File: src/rtl/nw_pkg.sv
// Shared definitions for the Needleman-Wunsch cell-update datapath:
// traceback codes, scoring defaults, the controller state type and the saturating adder.
package nw_pkg;

    localparam logic [1:0] DIR_DIAG = 2'd0;
    localparam logic [1:0] DIR_UP   = 2'd1;
    localparam logic [1:0] DIR_LEFT = 2'd2;

    localparam int NW_MATCH    = 1;
    localparam int NW_MISMATCH = -1;
    localparam int NW_GAP      = -2;

    typedef enum logic [2:0] {
        ST_IDLE,
        ST_RD0,
        ST_RD1,
        ST_RD2,
        ST_WAIT,
        ST_CALC,
        ST_WR
    } nw_state_e;

    // Add in full int precision (never overflows for w <= 30), then clamp to a w-bit signed range.
    function automatic int sat_add(input int a, input int b, input int w);
        int s;
        int hi;
        int lo;
        s  = a + b;
        hi = (1 << (w - 1)) - 1;
        lo = -(1 << (w - 1));
        if (s > hi) begin
            return hi;
        end else if (s < lo) begin
            return lo;
        end
        return s;
    endfunction

endpackage

File: src/rtl/nw_max3_sel.sv
// Three-way saturating max for one score cell: diag+sub, up+gap, left+gap.
// Ties resolve diag over up over left; dir_o reports the winning neighbour.
module nw_max3_sel
    import nw_pkg::*;
#(
    parameter int W = 16
) (
    input  logic signed [W-1:0] diag_i,
    input  logic signed [W-1:0] up_i,
    input  logic signed [W-1:0] left_i,
    input  logic signed [W-1:0] sub_i,
    input  logic signed [W-1:0] gap_i,
    output logic signed [W-1:0] score_o,
    output logic [1:0]          dir_o
);

    int cand_diag;
    int cand_up;
    int cand_left;
    int cand_best;

    always_comb begin
        cand_diag = sat_add(int'(diag_i), int'(sub_i), W);
        cand_up   = sat_add(int'(up_i),   int'(gap_i), W);
        cand_left = sat_add(int'(left_i), int'(gap_i), W);
        cand_best = cand_diag;
        dir_o     = DIR_DIAG;
        if ((cand_diag >= cand_up) && (cand_diag >= cand_left)) begin
            cand_best = cand_diag;
            dir_o     = DIR_DIAG;
        end else if (cand_up >= cand_left) begin
            cand_best = cand_up;
            dir_o     = DIR_UP;
        end else begin
            cand_best = cand_left;
            dir_o     = DIR_LEFT;
        end
        score_o = W'(cand_best);
    end

endmodule

File: src/rtl/score_cell_update.sv
// Per-cell compute stage: reads diag/up/left via the address generator, writes cell (i+1,j+1).
// Define TRACEBACK_DIR_EN to expose the traceback pointer on port dir.
//
// state | meaning
// IDLE  | waiting for start; bad indices raise err
// RD0   | present count=0 (diag)
// RD1   | present count=1 (up)
// RD2   | present count=2 (left)
// WAIT  | down-count while the last reads drain through the RAM pipe
// CALC  | compute max, register waddr/wdata/dir
// WR    | we/done high for one cycle
module score_cell_update
    import nw_pkg::*;
#(
    parameter int N        = 128,
    parameter int W        = 16,
    parameter int RD_LAT   = 2,
    parameter int MATCH    = NW_MATCH,
    parameter int MISMATCH = NW_MISMATCH,
    parameter int GAP      = NW_GAP,
    localparam int BitAddr     = $clog2(N + 1),
    localparam int IW          = BitAddr + 1,
    localparam int addr_lenght = $clog2((N + 1) * (N + 1) - 1),
    localparam int AW          = addr_lenght + 1
) (
    input  logic                clk,
    input  logic                rst,
    input  logic                start,
    input  logic [IW-1:0]       i,
    input  logic [IW-1:0]       j,
    input  logic [1:0]          char_a,
    input  logic [1:0]          char_b,
    output logic                en_read,
    output logic [1:0]          count,
    output logic                change_index,
    input  logic signed [W-1:0] rdata,
    output logic                we,
    output logic [AW-1:0]       waddr,
    output logic signed [W-1:0] wdata,
`ifdef TRACEBACK_DIR_EN
    output logic [1:0]          dir,
`endif
    output logic                busy,
    output logic                done,
    output logic                err
);

    localparam int WCW = (RD_LAT > 0) ? $clog2(RD_LAT + 1) : 1;

    nw_state_e state_q, state_d;
    logic [WCW-1:0] wait_q, wait_d;

    logic                en_read_q;
    logic [1:0]          count_q;
    logic                change_index_q;
    logic                we_q;
    logic [AW-1:0]       waddr_q;
    logic signed [W-1:0] wdata_q;
    logic                err_q;

    logic [IW-1:0]       i_q, j_q;
    logic [1:0]          ca_q, cb_q;
    logic signed [W-1:0] diag_q, up_q, left_q;

    logic [RD_LAT-1:0]   tag_vld_q;
    logic [1:0]          tag_cnt_q [RD_LAT];

    logic                bad_idx;
    logic                reading_d;
    logic signed [W-1:0] sub_s;
    logic signed [W-1:0] gap_s;
    logic signed [W-1:0] sel_score;
    logic [AW-1:0]       row_a, col_a, waddr_calc;

    assign bad_idx = (int'(i) >= N) || (int'(j) >= N);

    always_comb begin
        state_d = state_q;
        wait_d  = wait_q;
        case (state_q)
            ST_IDLE: begin
                if (start && !bad_idx) begin
                    state_d = ST_RD0;
                end
            end
            ST_RD0: state_d = ST_RD1;
            ST_RD1: state_d = ST_RD2;
            ST_RD2: begin
                state_d = ST_WAIT;
                wait_d  = WCW'(RD_LAT);
            end
            ST_WAIT: begin
                if (wait_q == '0) begin
                    state_d = ST_CALC;
                end else begin
                    wait_d = wait_q - 1'b1;
                end
            end
            ST_CALC: state_d = ST_WR;
            ST_WR:   state_d = ST_IDLE;
            default: state_d = ST_IDLE;
        endcase
    end

    assign reading_d = (state_d == ST_RD0) || (state_d == ST_RD1) || (state_d == ST_RD2);

    assign sub_s = (ca_q == cb_q) ? W'(MATCH) : W'(MISMATCH);
    assign gap_s = W'(GAP);

    // Index arithmetic is done at address width so (N+1)*(i+1) cannot truncate.
    assign row_a      = AW'(i_q) + AW'(1);
    assign col_a      = AW'(j_q) + AW'(1);
    assign waddr_calc = col_a + AW'(N + 1) * row_a;

`ifdef TRACEBACK_DIR_EN
    logic [1:0] sel_dir;
    logic [1:0] dir_q;
`else
    logic [1:0] sel_dir_unused;
`endif

    nw_max3_sel #(.W(W)) u_max3 (
        .diag_i  (diag_q),
        .up_i    (up_q),
        .left_i  (left_q),
        .sub_i   (sub_s),
        .gap_i   (gap_s),
        .score_o (sel_score),
`ifdef TRACEBACK_DIR_EN
        .dir_o   (sel_dir)
`else
        .dir_o   (sel_dir_unused)
`endif
    );

    always_ff @(posedge clk or negedge rst) begin
        if (!rst) begin
            state_q        <= ST_IDLE;
            wait_q         <= '0;
            en_read_q      <= 1'b0;
            count_q        <= 2'd0;
            change_index_q <= 1'b1;
            we_q           <= 1'b0;
            waddr_q        <= '0;
            wdata_q        <= '0;
            err_q          <= 1'b0;
            i_q            <= '0;
            j_q            <= '0;
            ca_q           <= '0;
            cb_q           <= '0;
            diag_q         <= '0;
            up_q           <= '0;
            left_q         <= '0;
`ifdef TRACEBACK_DIR_EN
            dir_q          <= DIR_DIAG;
`endif
        end else begin
            state_q        <= state_d;
            wait_q         <= wait_d;
            en_read_q      <= reading_d;
            change_index_q <= !reading_d;
            we_q           <= (state_d == ST_WR);
            err_q          <= (state_q == ST_IDLE) && start && bad_idx;
            case (state_d)
                ST_RD0:  count_q <= 2'd0;
                ST_RD1:  count_q <= 2'd1;
                ST_RD2:  count_q <= 2'd2;
                default: count_q <= count_q;
            endcase
            if ((state_q == ST_IDLE) && start && !bad_idx) begin
                i_q  <= i;
                j_q  <= j;
                ca_q <= char_a;
                cb_q <= char_b;
            end
            if (tag_vld_q[RD_LAT-1]) begin
                case (tag_cnt_q[RD_LAT-1])
                    2'd0:    diag_q <= rdata;
                    2'd1:    up_q   <= rdata;
                    2'd2:    left_q <= rdata;
                    default: ;
                endcase
            end
            if (state_q == ST_CALC) begin
                waddr_q <= waddr_calc;
                wdata_q <= sel_score;
`ifdef TRACEBACK_DIR_EN
                dir_q   <= sel_dir;
`endif
            end
        end
    end

    // Tag pipe mirrors the generator's address register plus the RAM read stage.
    always_ff @(posedge clk or negedge rst) begin
        if (!rst) begin
            tag_vld_q <= '0;
            for (int k = 0; k < RD_LAT; k++) begin
                tag_cnt_q[k] <= 2'd0;
            end
        end else begin
            tag_vld_q[0] <= en_read_q;
            tag_cnt_q[0] <= count_q;
            for (int k = 1; k < RD_LAT; k++) begin
                tag_vld_q[k] <= tag_vld_q[k-1];
                tag_cnt_q[k] <= tag_cnt_q[k-1];
            end
        end
    end

    assign en_read      = en_read_q;
    assign count        = count_q;
    assign change_index = change_index_q;
    assign we           = we_q;
    assign done         = we_q;
    assign waddr        = waddr_q;
    assign wdata        = wdata_q;
    assign err          = err_q;
    assign busy         = (state_q != ST_IDLE);
`ifdef TRACEBACK_DIR_EN
    assign dir          = dir_q;
`endif

endmodule

File: config.mk
export PLATFORM = sky130hd
export DESIGN_NAME = score_cell_update
export DESIGN_NICKNAME = d
export VERILOG_FILES = /design/src/rtl/nw_pkg.sv /design/src/rtl/nw_max3_sel.sv /design/src/rtl/score_cell_update.sv
export SDC_FILE = /design/constraint.sdc
export NUM_CORES = 1
export LEC_CHECK = 0
export ABC_AREA = 1
export CAP_MARGIN = 40
export CORE_MARGIN = 2
export CORE_UTILIZATION = 50
export DETAILED_ROUTE_END_ITERATION = 10
export PLACE_DENSITY = 0.7
export SLEW_MARGIN = 20
export SYNTH_ARGS = -nofsm -noshare
export SYNTH_HDL_FRONTEND = slang
export SYNTH_HIERARCHICAL = 1
export SYNTH_SLANG_ARGS = --single-unit
File: constraint.sdc
create_clock -name clk -period 5.4 [get_ports clk]
set_input_delay 1.08 -clock clk [delete_from_list [all_inputs] [get_ports clk]]
set_output_delay 1.08 -clock clk [all_outputs]
set_load 0.1 [all_outputs]
==> run summary <==
Sink Count - 119
Layout Cells excl Fill - 1945
GRT Total Usage - 0.273
Reg2Reg Depth - 28
Crit path required time - 5.76 ns
final setup vio count - 0
initial core utilization - 0.513
max-slew violations - 0
first drt pass iteration count - 6
clk slew on worst S/H paths - 0.06 ns
worst clock skew - 0.0105 ns
maximum clock rate - 0.210 GHz
Final period util - 0.882
layout cells sized above 1 - 0.0848
H-Tree Depth - 4
DR vias/cell - 5.13
status - completed
startpoint types - flop
Synth Cell Area - 10400 sq um
Via Count - 9971
Crit path arrival time - 5.13 ns
fill cell count - 1838
HP Class - flop to flop
initial antenna violation count - 0
die width - 149 um
total CTS buffers - 17
TNS Setup - 0 ns
Die Y - 149 um
commonest non-fill, non-tap cells in the layout - 541 x nand2_1, 216 x inv_1, 139 x ha_1, 118 x dfrtp_1, 115 x nand3_1
cts hold-fix bufs - 0
Clk Latency, worst-skew pair - 0.42 ns
DRT Wirelength - 29000 um
largest net degree at the start of global routing - 52
# nets final - 1849
Post-Syn Instances - 1515
Antenna Cells - 0
worst-case clock buffer depth - 2
Mapped Avg Cell Area - 6.90 sq um
first-pass GRT wire length - 47500 um
max-cap violation count - 0
minimum clock period - 4.77 ns
hold depth - 0
die area - 22100 sq um
vias in the first global route - 9519
core footprint - 20400 sq um
commonest non-fill, non-tap cell in the layout - nand2_1
Post-CTS Setup Inserts - 0
GRT Residual Overflow - 0
Rel. slew slack - 0.522
Placed Instances - 1913
final core utilization - 0.633
slew at the pin with the worst max-slew slack - 0.716 ns
Fin. Hold Viols - 0
RSZ-0062 raised after global routing - false
Starting DRT DRC Count - 686
Critical Path Fanout Max - 16
# IOs - 81
Antenna Nets Post-Route - 0
Resize count post-CTS - 0
# DRC - 0
slowest stage cell, crit path - nor2_2
Synth warnings - 6
I/O Buffers - 80
crit end category - flop
drt wl/cell - 14.9 um
CTS tree - done
Root Buffer - clkbuf_16
post-DP HPWL - 23300 um
type of the worst setup path - flop to flop
GP Congestion - 0.967
synth-to-layout area growth - 23.4%
Most common cell on crit path - nand2_1
row count - 52
CP peak stage delay - 0.52 ns
==> per-stage QoR <==
step / setup slack (ns) / hold slack [ns] / cell area, sq um
CTS: 0.739 / 0.350 / 12900
floorplan: 1.35 / 0.331 / 10600
global placement: 0.875 / 0.333 / 11600
finish: 0.635 / 0.348 / 12900
detailed placement: 0.781 / 0.336 / 12300
global route: 0.189 / 0.356 / 12900
==> path summary, 6_finish.rpt <==
kind | from | slack, ns | end
max | cb_q[0] | 0.63 | wdata[15]
min | tag_cnt_q[3] | 0.35 | tag_cnt_q[1]
max reg2reg | cb_q[0] | 0.63 | wdata[15]
min reg2reg | tag_cnt_q[3] | 0.35 | tag_cnt_q[1]
max in group asynchronous | rst | 3.67 | waddr[6]
min in group asynchronous | rst | 0.64 | tag_cnt_q[0]
==> critical path, delay by kind of cell (launching register included) <==
family,cells,cell delay [ns]
simple gates,20,2.41
fa+ha+maj,2,0.76
compound gates,1,0.27
buf+inv,5,0.88
flops,1,0.38
==> per-layer routing <==
metal,vias up,wire (um),part of all wire,track usage
li1,5081,-,-,-
met1,4570,12800,0.44,0.353
met2,246,14000,0.48,0.470
met3,74,1270,0.044,0.0368
met4,0,947,0.033,0.0967
met5,-,0,0,0
==> cell type report <==
| class | instances | area (sq um) | area share |
|---|---|---|---|
| Clock buffer | 17 | 425 | 0.0330 |
| Clock inverter | 15 | 181 | 0.0141 |
| Inverter | 228 | 856 | 0.0664 |
| Multi-Input combinational cell | 1168 | 6550 | 0.508 |
| Sequential cell | 119 | 2980 | 0.231 |
| Tap cell | 270 | 338 | 0.0262 |
| Timing Repair Buffer | 128 | 1570 | 0.121 |
==> flip-flops by register name (all words and copies together) (netlist names), 2 cells and up <==
| register | flops |
|---|---|
| count | 2 |
| waddr | 16 |
| i_q | 9 |
| j_q | 9 |
| tag_cnt_q | 4 |
| ca_q | 2 |
| wdata | 16 |
| left_q | 16 |
| state_q | 3 |
| wait_q | 2 |
| diag_q | 16 |
| cb_q | 2 |
| up_q | 16 |
| tag_vld_q | 2 |
Power is left out: the tool's default activity adds up to more than one toggle a clock period on the data nets, which glitch-free logic cannot reach.
